### config.mk
export PLATFORM = sky130hd
export DESIGN_NAME = jk_updown_counter
export DESIGN_NICKNAME = d
export VERILOG_FILES = /design/src/rtl/jk_pkg.sv /design/src/rtl/jk_cell.sv /design/src/rtl/jk_updown_counter.sv
export SDC_FILE = /design/constraint.sdc
export NUM_CORES = 1
export LEC_CHECK = 0
export CELL_PAD_IN_SITES_DETAIL_PLACEMENT = 2
export CELL_PAD_IN_SITES_GLOBAL_PLACEMENT = 2
export CORE_ASPECT_RATIO = 0.8
export CORE_MARGIN = 5
export CORE_UTILIZATION = 23
export DETAILED_ROUTE_END_ITERATION = 7
export GPL_ROUTABILITY_DRIVEN = 1
export PLACE_DENSITY = 0.76
export SYNTH_ARGS = -nofsm -noshare
export SYNTH_HDL_FRONTEND = slang
export SYNTH_SLANG_ARGS = --single-unit
### constraint.sdc
create_clock -name clk -period 2 [get_ports clk]
set_input_delay 0.4 -clock clk [delete_from_list [all_inputs] [get_ports clk]]
set_output_delay 0.4 -clock clk [all_outputs]
set_load 0.01 [all_outputs]
### src/rtl/jk_pkg.sv
// rtl/jk_pkg.sv - JK cell command encodings shared by the counter and its cells
// Contents: JK_HOLD/JK_CLR/JK_SET/JK_TGL command codes, jk_force() helper.
package jk_pkg;

    localparam logic [1:0] JK_HOLD = 2'b00;
    localparam logic [1:0] JK_CLR  = 2'b01;
    localparam logic [1:0] JK_SET  = 2'b10;
    localparam logic [1:0] JK_TGL  = 2'b11;

    // {b, ~b} forces a cell to the value b on the next edge
    function automatic logic [1:0] jk_force(input logic b);
        return {b, ~b};
    endfunction

endpackage

### src/rtl/jk_cell.sv
// rtl/jk_cell.sv - one synchronous-reset JK flip-flop with registered complement
// Ports: clk (clock), rst (sync active-high reset), jk[1:0] ({j,k} command),
//        q (stored bit), qb (registered complement of q).
module jk_cell
    import jk_pkg::*;
(
    input  logic       clk,
    input  logic       rst,
    input  logic [1:0] jk,
    output logic       q,
    output logic       qb
);

    // qb is a register of its own rather than an inverter on q, so both
    // outputs change on the same edge
    always_ff @(posedge clk) begin
        if (rst) begin
            q  <= 1'b0;
            qb <= 1'b1;
        end else begin
            case (jk)
                JK_CLR: begin
                    q  <= 1'b0;
                    qb <= 1'b1;
                end
                JK_SET: begin
                    q  <= 1'b1;
                    qb <= 1'b0;
                end
                JK_TGL: begin
                    q  <= ~q;
                    qb <= q;
                end
                default: begin
                    q  <= q;
                    qb <= qb;
                end
            endcase
        end
    end

endmodule

### src/rtl/jk_updown_counter.sv
// rtl/jk_updown_counter.sv - up/down counter over 0..max built from JK cells
// Ports: clk, rst (sync active-high), en (count enable), up (1=up, 0=down),
//        load/din (parallel load), max (terminal value), q/qb (count and
//        complement, registered), tc (combinational wrap flag).
module jk_updown_counter
    import jk_pkg::*;
#(
    parameter int WIDTH = 4
) (
    input  logic             clk,
    input  logic             rst,
    input  logic             en,
    input  logic             up,
    input  logic             load,
    input  logic [WIDTH-1:0] din,
    input  logic [WIDTH-1:0] max,
    output logic [WIDTH-1:0] q,
    output logic [WIDTH-1:0] qb,
    output logic             tc
);

    logic [WIDTH-1:0][1:0] jk;
    logic                  at_top;
    logic                  at_zero;
    logic                  ones_below;
    logic                  zeros_below;

    // q >= max (not ==) so a value loaded above max wraps in a single step
    assign at_top  = (q >= max);
    assign at_zero = (q == '0);

    always_comb begin
        jk          = '0;
        ones_below  = 1'b1;
        zeros_below = 1'b1;
        for (int i = 0; i < WIDTH; i++) begin
            if (load) begin
                jk[i] = jk_force(din[i]);
            end else if (!en) begin
                jk[i] = JK_HOLD;
            end else if (up) begin
                if (at_top)
                    jk[i] = JK_CLR;
                else
                    jk[i] = ones_below ? JK_TGL : JK_HOLD;
            end else begin
                if (at_zero)
                    jk[i] = jk_force(max[i]);
                else
                    jk[i] = zeros_below ? JK_TGL : JK_HOLD;
            end
            // ripple terms: all lower bits 1 (increment carry) / all 0 (borrow)
            ones_below  = ones_below & q[i];
            zeros_below = zeros_below & ~q[i];
        end
    end

    assign tc = en & ~load & ~rst & ((up & at_top) | (~up & at_zero));

    for (genvar g = 0; g < WIDTH; g++) begin : g_cell
        jk_cell u_cell (
            .clk (clk),
            .rst (rst),
            .jk  (jk[g]),
            .q   (q[g]),
            .qb  (qb[g])
        );
    end

endmodule

# Word-level counts from Yosys, hierarchy flattened
# Cells that the tools add are included.
word_totals:
  ff_bits: 8
  in_bits: 13
  elab_cells: 85
op_classes:
  magnitude_cmp: 1
  n_eq_ne: 12
  muxes: 34
  n_bitwise: 25
  n_reduce_logical: 5
ops:
  columns: ["op", "count"]
  rows:
  - ["2-bit 2-to-1 mux", 26]
  - ["1-bit case mux with 3 select lines", 8]
  - ["2-bit == test, second input constant", 8]
  - ["1-bit NOT", 15]
  - ["3-bit nonzero test", 4]
  - ["1-bit bitwise AND", 9]
  - ["2-bit by 1-bit == test with 1-bit output, second input constant", 4]
  - ["4-bit greater-or-equal comparator", 1]
  - ["4-bit logical NOT", 1]
  - ["1-bit OR", 1]

# Logic depth before layout (Yosys ltp)
# Gate-level depths: netlist of the first run.
depth:
  ltp_word: 10
  mapped_depth: 7
  ltp_nobuf: 7

# By module
# Synthesis of the first run repeated with hierarchy kept, for this count alone.
unflattened:
  hier_cells: 87
  area_unflattened_um2: 694.4
by_module_without_submodules:
  columns: ["module", "n_inst", "cells_per_inst", "area_each_um2"]
  rows:
  - ["jk_updown_counter", 1, 55, 389.1]
  - ["jk_cell", 4, 8, 76.3]

# Least setup slack after synthesis of the first run
# No wires, ideal clock.
synth_timing:
  path_kind: "register -> output"
  start: "register g_cell[0].u_cell.q"
  end: "output tc"
  t_arrival_ns: 1.785
  path_slack_ns: -0.185
  path_stages_with_launch: 7
  path_buffers: 0
  cell_sequence: "dfxtp_1 > clkinv_1 > ha_1 > nand2b_4 > a2111oi_4 > o31ai_1 > and3_1"
synth_between:
  elab_chain_len: 4
  word_cells_on_any_way: 6
synth_rtl:
  columns: ["element", "line_no", "text"]
  rows:
  - ["start, declared", "jk_cell.sv:10", "output logic q,"]
  - ["start signal, assigned", "jk_cell.sv:31", "q <= ~q;"]
  - ["start signal, assigned", "jk_cell.sv:35", "q <= q;"]
  - ["4-bit greater-or-equal comparator / 4-bit logical NOT (equally long branches)", "jk_updown_counter.sv:29, jk_updown_counter.sv:30", null]
  - ["1-bit bitwise AND", "jk_updown_counter.sv:58", "assign tc = en & ~load & ~rst & ((up & at_top) | (~up & at_zero));"]
  - ["1-bit OR *", "jk_updown_counter.sv:58", null]
  - ["1-bit bitwise AND *", "jk_updown_counter.sv:58", null]
  - ["end, declared", "jk_updown_counter.sv:19", "output logic tc"]
# Every way passes the cells marked *; elsewhere a longest branch is shown, timed or not.

# Worst setup path after layout of the first run
# Ends and elaborated chain as after synthesis.

==> metrics.md, run 1 <==
| Metric | Value |
|---|---|
| Routed wire length | 3467 um |
| Global-route usage over all layers | 15.57% |
| Critical path, cell by cell | clkinv_4 -> ha_4 -> nand2b_4 -> a2111oi_4 -> o31ai_2 -> and3_1 -> buf_2 |
| CTS root buf | clkbuf_8 |
| Crit start category | flip-flop |
| IO Port Bufs | 21 |
| Launch point of the worst path | g_cell[0].u_cell.q |
| Crit Path Max Fanout | 2 |
| R2r startpoint | g_cell[0].u_cell.q |
| Total Nets Final | 156 |
| Critical Path AT | 1.79 ns |
| Synth unique cells | 37 |
| Final Slew Violations | 0 |
| Tcrit/Tclk final | 109.4% |
| CTS Buf Count | 3 |
| Final instance area | 1271 sq um |
| Internal | 0.0004934 W |
| DR vias | 934 |
| Slew margin rel. | 72.27% |
| Ant diodes | 0 |
| Via/cell ratio | 5.218 |
| # hold bufs at CTS | 0 |
| Ys flop type | dfxtp_1 |
| P&R area growth vs syn | 62.56% |
| Power after layout | 0.0007687 W |
| Area leader, netlist | dfxtp_1 |
| Endpoints failing setup | 1 |
| Clk buf depth | 2 |
| Routability cong. | 0.8435 |
| Antenna violations before repair | 0 |
| Crit path largest cell delay | 0.36 ns |
| Mapped Cells | 100 |
| Ys async rst share | 0% |
| Routed Antenna Nets | 0 |
| Placeable core area | 3352 sq um |
| Area after DPL | 1129 sq um |
| Post-synthesis register bit count | 8 |
| Clock power frac | 27.3% |
| Max-Cap Viols | 0 |
| Lkg Pwr | 0.5470 nW |
| Met2 wire len | 1768 um |
| Grt total ovfl | 0 |
| Sequential area share after synthesis | 20.48% |
| Maximum VDD drop | 0.2060 mV |
| EDFF count, synth | 0 |
| Critical path buffers and inverters | 2 |
| CTS HTree Levels | 1 |
| Final-report hold violation count | 0 |
| Met3 Wirelength | 158 um |
| Max Fclk | 0.4570 GHz |
| Worst EP required | 1.60 ns |
| Fin crit period | 2.188 ns |
| Sw Ratio | 35.81% |
| Status | finished, violations left |
| Fill cells | 369 |
| Die area | 4673 sq um |
| Die Y | 62.16 um |
| DP Wirelength | 2549 um |
| FP Rows | 19 |
| Post-place setup slack | -0.8316 ns |
| Proportion of layout cells with a drive suffix above 1 | 35.77% |
| Syn Area/Cell | 7.820 sq um |
| Clk_lat worst skew | 0.24 ns |
| Vias in the first global route | 1,022 |
| Combinational share of power | 47.9% |
| Pwr Density | 604.7 nW/um^2 |
| Synth top area share | 20.48% |
| Top cells by area, synth | dfxtp_1 (20%), buf_4 (7.7%), ha_1 (6.4%) |
| WL/cell | 19.37 um |
| Iteration-0 DRC Markers | 46 |
| Post-Route Skew | 0.001425 ns |
| Pre-Repair DR Iteration Count | 4 |
| CP Class | flip-flop to output pin |
| CTS tree | yes |
| Worst hold path class | flip-flop to flip-flop |
| Critical path's top delay family | compound AO/OA/AOI/OAI gates |
| First-pass GRT wire length | 5526 um |
| Flop pwr share | 24.8% |
| Syn nets | 117 |
| Final worst setup slack | -0.1880 ns |
| Hold Crit Start | g_cell[2].u_cell.qb |
| Worst-Margin Slew | 0.4127 ns |
| Largest net degree at the start of global routing | 12 |
| Num Clock Sinks | 8 |
| Final core area utilization | 37.92% |
| Clk slew on worst S/H paths | 0.05 ns |
| Die width | 75.19 um |
| Failing checks | negative setup slack |
| Synth warnings | 0 |
| CP Capture Type | output pin |
| Drt drc | 0 |
| Psw | 0.0002753 W |
| RSZ-0062 raised after global routing | true |
| Initial core utilization | 23.33% |
| Top Ports | 22 |
| Max layer used | met4 |
| Post-Syn Area | 782.0 sq um |
| Critical Path Slowest Stage Cell | a2111oi_4 |
| Wl on met1 | 1505 um |
==> tightest hold or removal path, cell delays in order, from the launching register on <==
cell     delay, ns
dfxtp_1       0.31
nand3_1       0.07
a31oi_1       0.08
==> placed cells by master, fill, tap and decap left out, types with 3 or more instances in the layout <==
cell type,netlist,routed
inv_1,10,8
buf_4,8,23
dlygate4sd2_1,0,3
nand3_1,4,4
clkbuf_8,0,3
nor2_1,5,4
nor3_1,4,3
o211a_1,5,5
a21oi_1,4,4
nand2b_1,3,3
o21ai_0,9,7
clkdlybuf4s50_1,0,16
a31oi_1,4,4
ha_4,0,3
dfxtp_1,8,7
nand2_1,5,5
==> through the flow <==
step                TNS [ns]  hold slack, ns  std cells
detailed placement    -4.740          0.5215        173
floorplan                  0          0.4646        100
global route         -0.3928          0.5392        179
global placement      -4.226          0.4813        173
CTS                  -0.2518          0.5276        177
finish               -0.1880          0.5160        179
==> sequential cells by signal, indices dropped and copies added, names as in the netlist <==
name	count
g_cell.u_cell.q	4
g_cell.u_cell.qb	4
==> cell type report <==
cell class | instances | area [sq um] | area share, %
clock buffers | 3 | 41.29 | 3.248
inverters | 11 | 46.29 | 3.642
multi-input cells | 71 | 600.6 | 47.24
flip-flops and latches | 8 | 161.4 | 12.70
well taps | 42 | 52.55 | 4.134
repair buffers | 44 | 369.1 | 29.04
==> cell families (layout without fill, tap and decap cells) <==
logic type | Yosys count | after routing | share of synthesized area, %
flops | 8 | 8 | 20.48
simple gates | 27 | 27 | 18.40
buf+inv | 21 | 58 | 14.08
fa+ha+maj | 4 | 4 | 6.400
compound gates | 40 | 40 | 40.64
==> power by group through the flow <==
stage          logic (W)  registers [W]  clock network, W
3_5_place_dp    0.000316       0.000192                 0
6_report        0.000368       0.000191          0.000210
2_1_floorplan   0.000167       0.000197                 0
3_3_place_gp    0.000302       0.000190                 0
4_1_cts         0.000341       0.000191          0.000212
5_1_grt         0.000397       0.000193          0.000227
==> worst paths after layout <==
| path | endpoint | slack (ns) | depth (start not counted) |
|---|---|---|---|
| min reg2reg | g_cell[2].u_cell.qb | 0.52 | 2 |
| max reg2reg | g_cell[1].u_cell.q | 0 | 8 |
| min | g_cell[2].u_cell.qb | 0.52 | 2 |
| max | tc | -0.19 | 7 |
==> synthesized netlist by cell type, types with 3 or more instances <==
library cell	count
a21oi_1	4
a31oi_1	4
buf_4	8
dfxtp_1	8
ha_1	4
inv_1	10
nand2_1	5
nand2b_1	3
nand3_1	4
nor2_1	5
nor3_1	4
o211a_1	5
o21ai_0	9
==> routing by layer <==
| layer | track usage [%] | up-vias |
|---|---|---|
| met5 | 0 | - |
| met4 | 2.620 | 0 |
| met3 | 4.839 | 5 |
| met2 | 25.65 | 21 |
| met1 | 19.98 | 463 |
| li1 | - | 445 |
==> timing repair <==
item | 4_1_cts | 5_1_grt
cloned | 0 | 0
endpoints found under the setup margin | 9 | 9
resized for setup | 21 | 8
pin swaps | 7 | 5
setup buffers | 1 | 2
No activity file was read; power rests on OpenSTA's default activity.
==> inputs of run 2 (changes only) <==
- CORE_UTILIZATION: 23 -> 22
- PLACE_DENSITY: 0.76 -> 0.75
- SYNTH_HIERARCHICAL: unset -> 1
==> run 2 against run 1 <==
  * The run still ends with negative setup slack left
  * Area after synthesis down 11%
  * Non-clock buffer count decreased by 4
  * Critical path type unchanged
  * Highest routed layer unchanged
  * Via count shrank 8.1%
  * Combinational power is 17% lower
  * Setup slack gained 0.15 ns
  * Synthesized cell count is 13% lower
  * Largest cell class unchanged
  * Hold slack got worse by 0.041 ns
==> metrics.md, run 2 <==
| Metric | Value |
|---|---|
| Flop pwr share | 27.7% |
| Synth warnings | 6 |
| Top cells by area, synth | dfxtp_1 (23%), nand2b_1 (11%), ha_1 (7.2%) |
| Clk slew on worst S/H paths | 0.04 ns |
| Worst-Margin Slew | 0.3251 ns |
| IO Port Bufs | 21 |
| Count leader, synth | nand2b_1 |
| Psw | 0.0002219 W |
| P&R area growth vs syn | 64.14% |
| Final-report hold violation count | 0 |
| CTS tree | yes |
| Post-Route Skew | 0.0004021 ns |
| Synth unique cells | 32 |
| Synth top cells by count | nand2b_1 (12), a21oi_1 (8), dfxtp_1 (8), inv_1 (8) |
| Iteration-0 DRC Markers | 32 |
| Lkg Pwr | 0.4690 nW |
| CTS Buf Count | 3 |
| Endpoints failing setup | 1 |
| Critical path buffers and inverters | 1 |
| DP Wirelength | 2265 um |
| Crit path largest cell delay | 0.34 ns |
| Tcrit/Tclk final | 102.0% |
| R2r worst-path depth | 10 |
| First-pass GRT wire length | 4733 um |
| Final Slew Violations | 0 |
| Pwr Density | 606.4 nW/um^2 |
| Routed wire length | 2934 um |
| Most common cell after layout, fill and taps aside | buf_4 |
| Pre-Repair DR Iteration Count | 4 |
| WHS Path Cells | 2 |
| Sequential area share after synthesis | 23.06% |
| Worst EP required | 1.60 ns |
| Clock power frac | 28.2% |
| Die area | 4387 sq um |
| Die Y | 60.25 um |
| Ant diodes | 0 |
| CP Depth | 6 |
| Critical Path AT | 1.64 ns |
| Critical path's top delay family | compound AO/OA/AOI/OAI gates |
| Grt total ovfl | 0 |
| Critical Path Slowest Stage Cell | dfxtp_2 |
| Num Clock Sinks | 8 |
| # hold bufs at CTS | 0 |
| CP Capture Type | output pin |
| CTS root buf | clkbuf_8 |
| Total Nets Final | 147 |
| Vias in the first global route | 938 |
| Sw Ratio | 32.11% |
| Slew margin rel. | 78.14% |
| Failing checks | negative setup slack |
| Clk buf depth | 2 |
| DR vias | 858 |
| Global-route usage over all layers | 14.32% |
| FP Rows | 18 |
| Hold slack | 0.4749 ns |
| Ys async rst share | 0% |
| Post-synthesis register bit count | 8 |
| Final worst setup slack | -0.03930 ns |
| Status | finished, violations left |
| CP Class | flip-flop to output pin |
| Maximum VDD drop | 0.2102 mV |
| Top Ports | 22 |
| Via/cell ratio | 5.107 |
| Max Fclk | 0.4904 GHz |
| Crit Path Max Fanout | 2 |
| Die width | 72.82 um |
| Final instance area | 1140 sq um |
| Syn Area/Cell | 7.982 sq um |
| WL/cell | 17.46 um |
| CTS HTree Levels | 1 |
| Area leader, netlist | dfxtp_1 |
| Top flop regs | g_cell.u_cell/q: 4 flops, g_cell.u_cell/qb: 4 flops |
| EDFF count, synth | 0 |
| Post-Syn Area | 694.4 sq um |
| Placeable core area | 3063 sq um |
| Mapped Cells | 87 |
| Critical path, cell by cell | ha_4 -> o211ai_1 -> o21a_1 -> nand2b_4 -> a211oi_2 -> buf_2 |
| Proportion of layout cells with a drive suffix above 1 | 34.38% |
| Ys flop type | dfxtp_1 |
| Max-Cap Viols | 0 |
| Internal | 0.0004692 W |
| Fin crit period | 2.039 ns |
| Most frequent cells in the layout | buf_4 (19), clkdlybuf4s50_1 (16), nand2b_1 (12) |
| Routability cong. | 0.8807 |
| Antenna violations before repair | 0 |
| Power after layout | 0.0006911 W |
| Area after DPL | 1041 sq um |
| Worst hold path class | flip-flop to flip-flop |
| RSZ-0062 raised after global routing | true |
| Synth top area share | 23.06% |
| Crit start category | flip-flop |
| Clk_lat worst skew | 0.23 ns |
| Initial core utilization | 22.67% |
| Drt drc | 0 |
| Largest net degree at the start of global routing | 14 |
| Combinational share of power | 44.1% |
| Routed Antenna Nets | 0 |
| Syn nets | 104 |
-- run 2: cell count changes in the layout (fill, tap and decap cells not counted), sizes merged, moves of 3 or more --
cell	before	now
o211a	5	0
a31oi	4	1
nand2b	4	13
o21ai	10	7
a21oi	4	8
a2bb2oi	0	4
dlygate4sd2	3	0
-- run 2: layout make-up --
type	count	area, sq um
multi-input combinational	68	524.3
timing repair buffer	40	327.8
fill	361	1923
clock buffer	3	41.29
inverter	9	33.78
sequential	8	162.7
tap	40	50.05
-- run 2: cells by family after synthesis --
group / count (synthesis) / share of synthesized area [%]
AOI/OAI and AO/OA: 35 / 36.40
adders and majority gates: 4 / 7.207
buffers and inverters: 11 / 7.568
DFF: 8 / 23.06
and+or+nand+nor: 29 / 25.77
-- run 2: power groups by stage --
stage | combinational [W] | sequential [W] | clock [W]
after floorplan | 0.000122 | 0.000210 | 0
after global placement | 0.000262 | 0.000191 | 0
after detailed placement | 0.000275 | 0.000193 | 0
after CTS | 0.000294 | 0.000192 | 0.000203
after global routing | 0.000330 | 0.000195 | 0.000210
final | 0.000305 | 0.000192 | 0.000195
-- run 2: worst register-to-register path, stage by stage (launching register included) --
cell and delay, ns:
dfxtp_2 0.31, inv_1 0.08, ha_4 0.20, nor3b_2 0.26, o21a_1 0.20, buf_4 0.12
buf_4 0.10, a31oi_1 0.09, o21ai_1 0.19, nand2b_1 0.10, a2bb2oi_1 0.13
-- run 2: final timing paths --
kind                                       endpoint  slack, ns           startpoint
worst max register to register  g_cell[1].u_cell/qb       0.10   g_cell[0].u_cell/q
worst min register to register  g_cell[0].u_cell/qb       0.47  g_cell[0].u_cell/qb
worst max-delay path                             tc      -0.04   g_cell[3].u_cell/q
worst min-delay path            g_cell[0].u_cell/qb       0.47  g_cell[0].u_cell/qb
-- run 2: timing repair --
item | in CTS | in global routing
pin swaps | 6 | 4
endpoints found under the setup margin | 9 | 7
cloned | 0 | 0
buffers inserted | 4 | 1
resized for setup | 26 | 3
-- run 2: metal layers --
metal / routed length [um] / part of all wire (%) / track usage (%)
met1: 1356 / 46 / 18.53
met2: 1427 / 49 / 23.78
met3: 119 / 4.1 / 4.034
met4: 31 / 1.1 / 2.895
met5: 0 / 0 / 0
-- run 2: stage by stage --
step	util (%)	setup slack [ns]	std cells	setup TNS [ns]
global route	37.21	-0.1247	168	-0.2190
finish	37.21	-0.03930	168	-0.03930
detailed placement	33.99	-0.9168	160	-4.825
global placement	33.99	-0.8532	160	-3.949
floorplan	-	0.04756	87	0
CTS	36.68	-0.05214	167	-0.05214
==> inputs of run 3 (changes only) <==
- HOLD_SLACK_MARGIN: unset -> 0.08
==> results of run 3 <==
The final DEF is identical to that of run 2; final timing and power are the same.
